$ cat src/rtl/load_ext_pipe.sv
// Load-data extender for the W stage: byte/halfword select, zero/sign extension,
// and a two-entry skid buffer. Define LOAD_EXT_ALIGN_CHECK_EN to flag misaligned LH/LHU/LW.
module load_ext_pipe #(
  parameter int DATA_W = 32,
  parameter int OFF_W  = $clog2(DATA_W/8)
) (
  input  logic              clk,
  input  logic              reset,
  input  logic              in_valid,
  output logic              in_ready,
  input  logic [DATA_W-1:0] in_data,
  input  logic [OFF_W-1:0]  in_addr,
  input  logic [2:0]        in_op,
  input  logic              flush,
  output logic              out_valid,
  input  logic              out_ready,
  output logic [DATA_W-1:0] out_data,
  output logic              out_err
);

  typedef enum logic [2:0] {
    OP_LW  = 3'd0,
    OP_LBU = 3'd1,
    OP_LB  = 3'd2,
    OP_LHU = 3'd3,
    OP_LH  = 3'd4
  } op_e;

  logic [OFF_W-1:0]  w_half_addr;
  logic [7:0]        w_byte;
  logic [15:0]       w_half;
  logic              w_misalign;
  logic [DATA_W-1:0] w_ext_data;
  logic              w_ext_err;

  logic              w_accept;
  logic              w_pop;

  logic              r_main_valid;
  logic [DATA_W-1:0] r_main_data;
  logic              r_main_err;
  logic              r_skid_valid;
  logic [DATA_W-1:0] r_skid_data;
  logic              r_skid_err;

  // Halfword lanes are even byte offsets; the odd bit is dropped before indexing.
  assign w_half_addr = in_addr & ~OFF_W'(1);
  assign w_byte      = in_data[{in_addr, 3'b000} +: 8];
  assign w_half      = in_data[{w_half_addr, 3'b000} +: 16];

`ifdef LOAD_EXT_ALIGN_CHECK_EN
  assign w_misalign = (((in_op == OP_LH) || (in_op == OP_LHU)) && in_addr[0])
                    || ((in_op == OP_LW) && (in_addr != '0));
`else
  assign w_misalign = 1'b0;
`endif

  // NOTE: every output gets a default first so no path through the case infers a latch.
  always_comb begin
    w_ext_data = '0;
    w_ext_err  = 1'b0;
    case (in_op)
      OP_LW:   w_ext_data = in_data;
      OP_LBU:  w_ext_data = {{(DATA_W-8){1'b0}}, w_byte};
      OP_LB:   w_ext_data = {{(DATA_W-8){w_byte[7]}}, w_byte};
      OP_LHU:  w_ext_data = {{(DATA_W-16){1'b0}}, w_half};
      OP_LH:   w_ext_data = {{(DATA_W-16){w_half[15]}}, w_half};
      default: w_ext_err  = 1'b1;
    endcase
    if (w_misalign) begin
      w_ext_data = '0;
      w_ext_err  = 1'b1;
    end
  end

  // Ready comes only from stored state so upstream never sees a combinational loop.
  assign in_ready  = !r_skid_valid;
  assign w_accept  = in_valid && in_ready;
  assign w_pop     = r_main_valid && out_ready;

  assign out_valid = r_main_valid;
  assign out_data  = r_main_data;
  assign out_err   = r_main_err;

  // NOTE: state registers use non-blocking assignments so all updates see pre-edge values.
  always_ff @(posedge clk) begin
    if (reset) begin
      r_main_valid <= 1'b0;
      r_skid_valid <= 1'b0;
      r_main_data  <= '0;
      r_main_err   <= 1'b0;
    end else if (flush) begin
      // NOTE: only the valid bits are cleared; stale data is harmless while invalid.
      r_main_valid <= 1'b0;
      r_skid_valid <= 1'b0;
    end else if (w_pop && r_skid_valid) begin
      r_main_data  <= r_skid_data;
      r_main_err   <= r_skid_err;
      r_skid_valid <= 1'b0;
    end else if (w_accept && (!r_main_valid || w_pop)) begin
      r_main_valid <= 1'b1;
      r_main_data  <= w_ext_data;
      r_main_err   <= w_ext_err;
    end else if (w_accept) begin
      r_skid_valid <= 1'b1;
      r_skid_data  <= w_ext_data;
      r_skid_err   <= w_ext_err;
    end else if (w_pop) begin
      r_main_valid <= 1'b0;
    end
  end

endmodule
$ cat config.mk
export PLATFORM = sky130hd
export DESIGN_NAME = load_ext_pipe
export DESIGN_NICKNAME = d
export VERILOG_FILES = /design/src/rtl/load_ext_pipe.sv
export SDC_FILE = /design/constraint.sdc
export NUM_CORES = 1
export LEC_CHECK = 0
export ABC_AREA = 1
export CAP_MARGIN = 20
export CORE_UTILIZATION = 46
export CTS_CLUSTER_DIAMETER = 40
export DETAILED_ROUTE_END_ITERATION = 12
export HOLD_SLACK_MARGIN = 0.12
export MAX_ROUTING_LAYER = met4
export PLACE_DENSITY_LB_ADDON = 0.12
export SLEW_MARGIN = 20
export SYNTH_ARGS = -nofsm -noshare
export SYNTH_HDL_FRONTEND = slang
export SYNTH_SLANG_ARGS = --single-unit
$ cat constraint.sdc
create_clock -name clk -period 2.6 [get_ports clk]
set_clock_uncertainty 0.05 [all_clocks]
set_input_delay 0.39 -clock clk [delete_from_list [all_inputs] [get_ports clk]]
set_output_delay 0.39 -clock clk [all_outputs]
set_load 0.02 [all_outputs]
# ---- After elaboration in Yosys (flattened, before gate mapping)
# Cells that the tools add are included.
dict set report word_totals {
  regBits 68
  in_bits 42
}
dict set report classes {
  n_eq_ne 5
  n_shift 2
  n_mux 9
  bitwise_logic 4
  n_reduce_logical 17
}
# op n
set op_table {}
lappend op_table {{32-bit case mux with 5 select lines} 1}
lappend op_table {{32-bit two-way mux} 2}
lappend op_table {{32-bit by 6-bit variable part select with 16-bit output} 1}
lappend op_table {{32-bit by 6-bit variable part select with 8-bit output} 1}
lappend op_table {{3-bit by 2-bit == test with 1-bit output, second input constant} 2}
lappend op_table {{1-bit two-way mux} 6}
lappend op_table {{5-bit AND reduction} 1}
lappend op_table {{5-bit OR reduction} 1}
lappend op_table {{1-bit logical AND} 4}
lappend op_table {{1-bit inverter} 4}
lappend op_table {{2-bit AND reduction} 2}
lappend op_table {{2-bit nonzero test} 2}
lappend op_table {{3-bit by 1-bit == test with 1-bit output, second input constant} 1}
lappend op_table {{3-bit == test, second input constant} 1}
lappend op_table {{3-bit zero test} 1}
lappend op_table {{3-bit AND reduction} 1}
lappend op_table {{3-bit OR reduction} 1}
lappend op_table {{1-bit zero test} 2}
lappend op_table {{2-bit by 1-bit inequality test with 1-bit output, second input constant} 1}
lappend op_table {{2-bit OR reduction} 1}
lappend op_table {{1-bit logical OR} 1}

# ---- Longest topological paths before layout
dict set report depth {
  depth_word 5
  depth_mapped 9
  depth_no_buf 9
}

# ---- Worst setup path before layout
# OpenSTA, ideal clock, no wires.
dict set report synth_path {
  path_kind {flip-flop to flip-flop}
  from {reg r_main_valid, in the netlist out_valid}
  to {reg r_skid_data[0], enable pin}
  setup_ns 0.423
  arrival_ns 2.244
  t_required_ns 2.127
  setup_slack_ns -0.117
  stages_incl_launch_ff 5
  n_path_buf 1
  synth_period_minus_slack_ns 2.717
  path_cell_list {dfxtp_1 nand3_2 buf_2 nand2_1 nor2_1}
}
dict set report synth_via {
  elab_chain_len 5
}
# element line
set synth_lines {}
lappend synth_lines {{from (decl)} 39} ;# logic r_main_valid;
lappend synth_lines {{from (signal assigned)} 88} ;# r_main_valid <= 1'b0;
lappend synth_lines {{from (signal assigned)} 94} ;# r_main_valid <= 1'b0;
lappend synth_lines {{from (signal assigned)} 101} ;# r_main_valid <= 1'b1;
lappend synth_lines {{1-bit zero test or 1-bit logical AND (tied branches)} {100, 79}}
lappend synth_lines {{1-bit logical OR} 100} ;# end else if (w_accept && (!r_main_valid || w_pop)) begin
lappend synth_lines {{1-bit logical AND} 100}
lappend synth_lines {{1-bit inverter (no source line)} --}
lappend synth_lines {{5-bit AND reduction (no source line) (*)} --}
lappend synth_lines {{to (signal assigned)} 106} ;# r_skid_data <= w_ext_data;
lappend synth_lines {{to (decl)} 43} ;# logic [DATA_W-1:0] r_skid_data;
# Mark *: on every way between the ends. The rest lies on a longest branch, timed or not.
# A chain may end at the register's enable or synchronous reset.

# ---- Worst setup path in the final report
dict set report layout_path {
  from {in in_addr[1]}
  to {reg r_main_data[20], in the netlist out_data[20]}
}
dict set report layout_via {
  elab_chain_len 4
}
# element line
set layout_lines {}
lappend layout_lines {{from (decl)} 12} ;# input logic [OFF_W-1:0] in_addr,
lappend layout_lines {{32-bit by 6-bit variable part select with 16-bit output or 32-bit by 6-bit variable part select with 8-bit output (tied branches)} {49, 48}}
lappend layout_lines {{32-bit case mux with 5 select lines (*)} 62} ;# case (in_op)
lappend layout_lines {{via w_ext_data[20]} 33} ;# logic [DATA_W-1:0] w_ext_data;
lappend layout_lines {{32-bit two-way mux (*)} 100}
lappend layout_lines {{32-bit two-way mux (*)} 96} ;# end else if (w_pop && r_skid_valid) begin
lappend layout_lines {{to (signal assigned)} 97} ;# r_main_data <= r_skid_data;
lappend layout_lines {{to (signal assigned)} 102} ;# r_main_data <= w_ext_data;
lappend layout_lines {{to (decl)} 40} ;# logic [DATA_W-1:0] r_main_data;
# The timed path passes the listed nets; every way through them passes the cells marked *. The select of a mux whose other input is x is not followed.

==> impl_metrics.toml <==
[status]
status = "finished, final reports clean"

[finish]
drive_gt1_frac = 0.123
syn_to_final_growth_pct = 30.8
diodes = 0
stdcell_area_um2 = 4490
final_cells = 605
fin_util = 0.619
nNetsFinal = 543

[run]
maxCapViolations = 0

[synth]
synth_area_per_cell_um2 = 8.04
ys_seq_area_frac = 0.493
synth_area_um2 = 3430
synth_edf_count = 33
yosysTopAreaCellShare = 0.289
synth_common_cells = "nand2_1, a21oi_1, o21ai_0"
synth_ff_type = "dfxtp_1"
synthCells = 427
synth_async_sr_flop_share = 0
ys_seq_elements = 68
yosysUniqueCellTypes = 25
yosys-top-cells-area = "edfxtp_1, dfxtp_1, nand2_1"
yosysMostFrequentCell = "nand2_1"
syn_nets = 469
yosysWarnings = 0
synth_top_area_cell = "edfxtp_1"

[drt]
vias = 3223
dr.pass1.iters = 4
drc = 0
antenna_left = 0
drt_wl_total_mm = 9.25
avgViaCountPerCell = 5.33
wl_per_cell_um = 15.3
first_iter_violations = 210

[placed_design]
dp_cells = 589
post_dp_cell_area_um2 = 4270
hpwl_mm = 6.33
portBuffers = 76
finalWeightedCongestion = 0.961
pre_cts_slack_ns = 0.352

[sta]
setup_ws_ns = 0.703
relSlewSlack = 0.588
timing.fmax_ghz = 0.527
fin_crit_sh = 0.729
worst_pin_slew_ns = 0.617
whs_ns = 0.468
finalSetupViolCount = 0
period_minus_slack_ns = 1.90
setup_tns_ns = 0
hold_viol = 0
rsz0062_at_grt = "no"
drv_slew = 0

[clocking]
cts_buffers = 9
cts_max_level = 3
max-clock-path-buffers = 2
cts_sinks = 68
clock_latency_ns = 0.34
cts_tree = "built"
cts_setup_buffers = 0
hold_buffers = 0
clockRootBuffer = "clkbuf_8"
clkTransAtPathRegs_ns = 0.07
cts_resized = 0

[critical_path]
worst_r2r_path_depth = 6
timing_worst_setup_path_type = "primary input to flip-flop"
endpoint_kind = "flip-flop"
crit_required_ns = 2.82
path_max_fanout = 16
cp-start-kind = "primary input"
worst_ep_arrival_time_ns = 2.12

[power]
finalPower_mw = 2.60
power_density_nw_per_um2 = 580
p_leak_nw = 2.02
vdd_drop_max_uv = 259

[global_route]
grt_overflow = 0
grt_max_degree = 34
grt_pass1_vias = 2955
grt_pass1_wl_mm = 14.7
antenna_found_initial = 0
grtUsageTotal = 0.259

[floorplanning]
die_h_um = 88.4
core-area_um2 = 7250
initial_core_util = 0.474
ios = 77
dieWidth_um = 88.4
die_area_um2 = 7820
placementRows = 31

[hold_path]
min_path_cells = 1
worst_hold_path_type = "flip-flop to flip-flop"
[worst max-delay path, stage by stage]
cell and delay [ns]:
clkdlybuf4s50_1 0.66, inv_2 0.15, nand2_1 0.11, and2_4 0.16, nand3_4 0.22, nand3_1 0.21
nand2_1 0.07, a21oi_1 0.13
[final cells by class]
class                      count  area, µm²
clock buffer                  10        138
clock inverter                 6       87.6
fill                         659       2760
inverter                      41        154
multi-input combinational    295       1460
sequential                    68       1690
tap                           99        124
timing repair buffer          86        836
[registers in the layout, summed over array words and instances, names as in the netlist]
signal,count
out_err,1
r_skid_err,1
out_valid,1
out_data,32
r_skid_valid,1
r_skid_data,32
[worst paths after layout]
path / start / end / slack [ns]
worst min register to register: out_err / out_err / 0.47
worst max-delay path: in_addr[1] / out_data[20] / 0.70
worst min-delay path: out_err / out_err / 0.47
worst max register to register: r_skid_valid / out_data[20] / 1.03
[where the power goes]
part	internal [mW]	leakage [nW]	total (mW)	switching, mW
Sequential	1.17	0.599	1.18	0.0181
Clock	0.566	0.116	0.973	0.407
Combinational	0.195	1.31	0.448	0.254
Total	1.93	2.02	2.60	0.679
[cells by family (layout without fill, tap and decap cells)]
kind of cell / after synthesis / in the layout / synth area share
compound gates: 107 / 107 / 0.159
buf+inv: 64 / 143 / 0.0823
flops: 68 / 68 / 0.493
simple gates: 188 / 188 / 0.266
[placed cells by master, fill, tap and decap left out, drive strengths merged]
cell / n
a21oi: 66
and2: 1
buf: 10
bufinv: 2
clkbuf: 10
clkdlybuf4s50: 76
clkinv: 5
dfxtp: 35
edfxtp: 33
inv: 40
nand2: 112
nand3: 47
nand4: 1
nor2: 26
nor3: 1
o211a: 1
o21ai: 39
o31ai: 1
[layer usage]
layer / track usage / wire, µm / part of all wire / up-vias
met5: - / 0 / 0 / -
met4: 0.0792 / 93 / 0.010 / 0
met3: 0.0522 / 393 / 0.043 / 7
met2: 0.375 / 4210 / 0.46 / 94
met1: 0.365 / 4550 / 0.49 / 1552
li1: - / - / - / 1570
(Power assumes the default switching activity.)
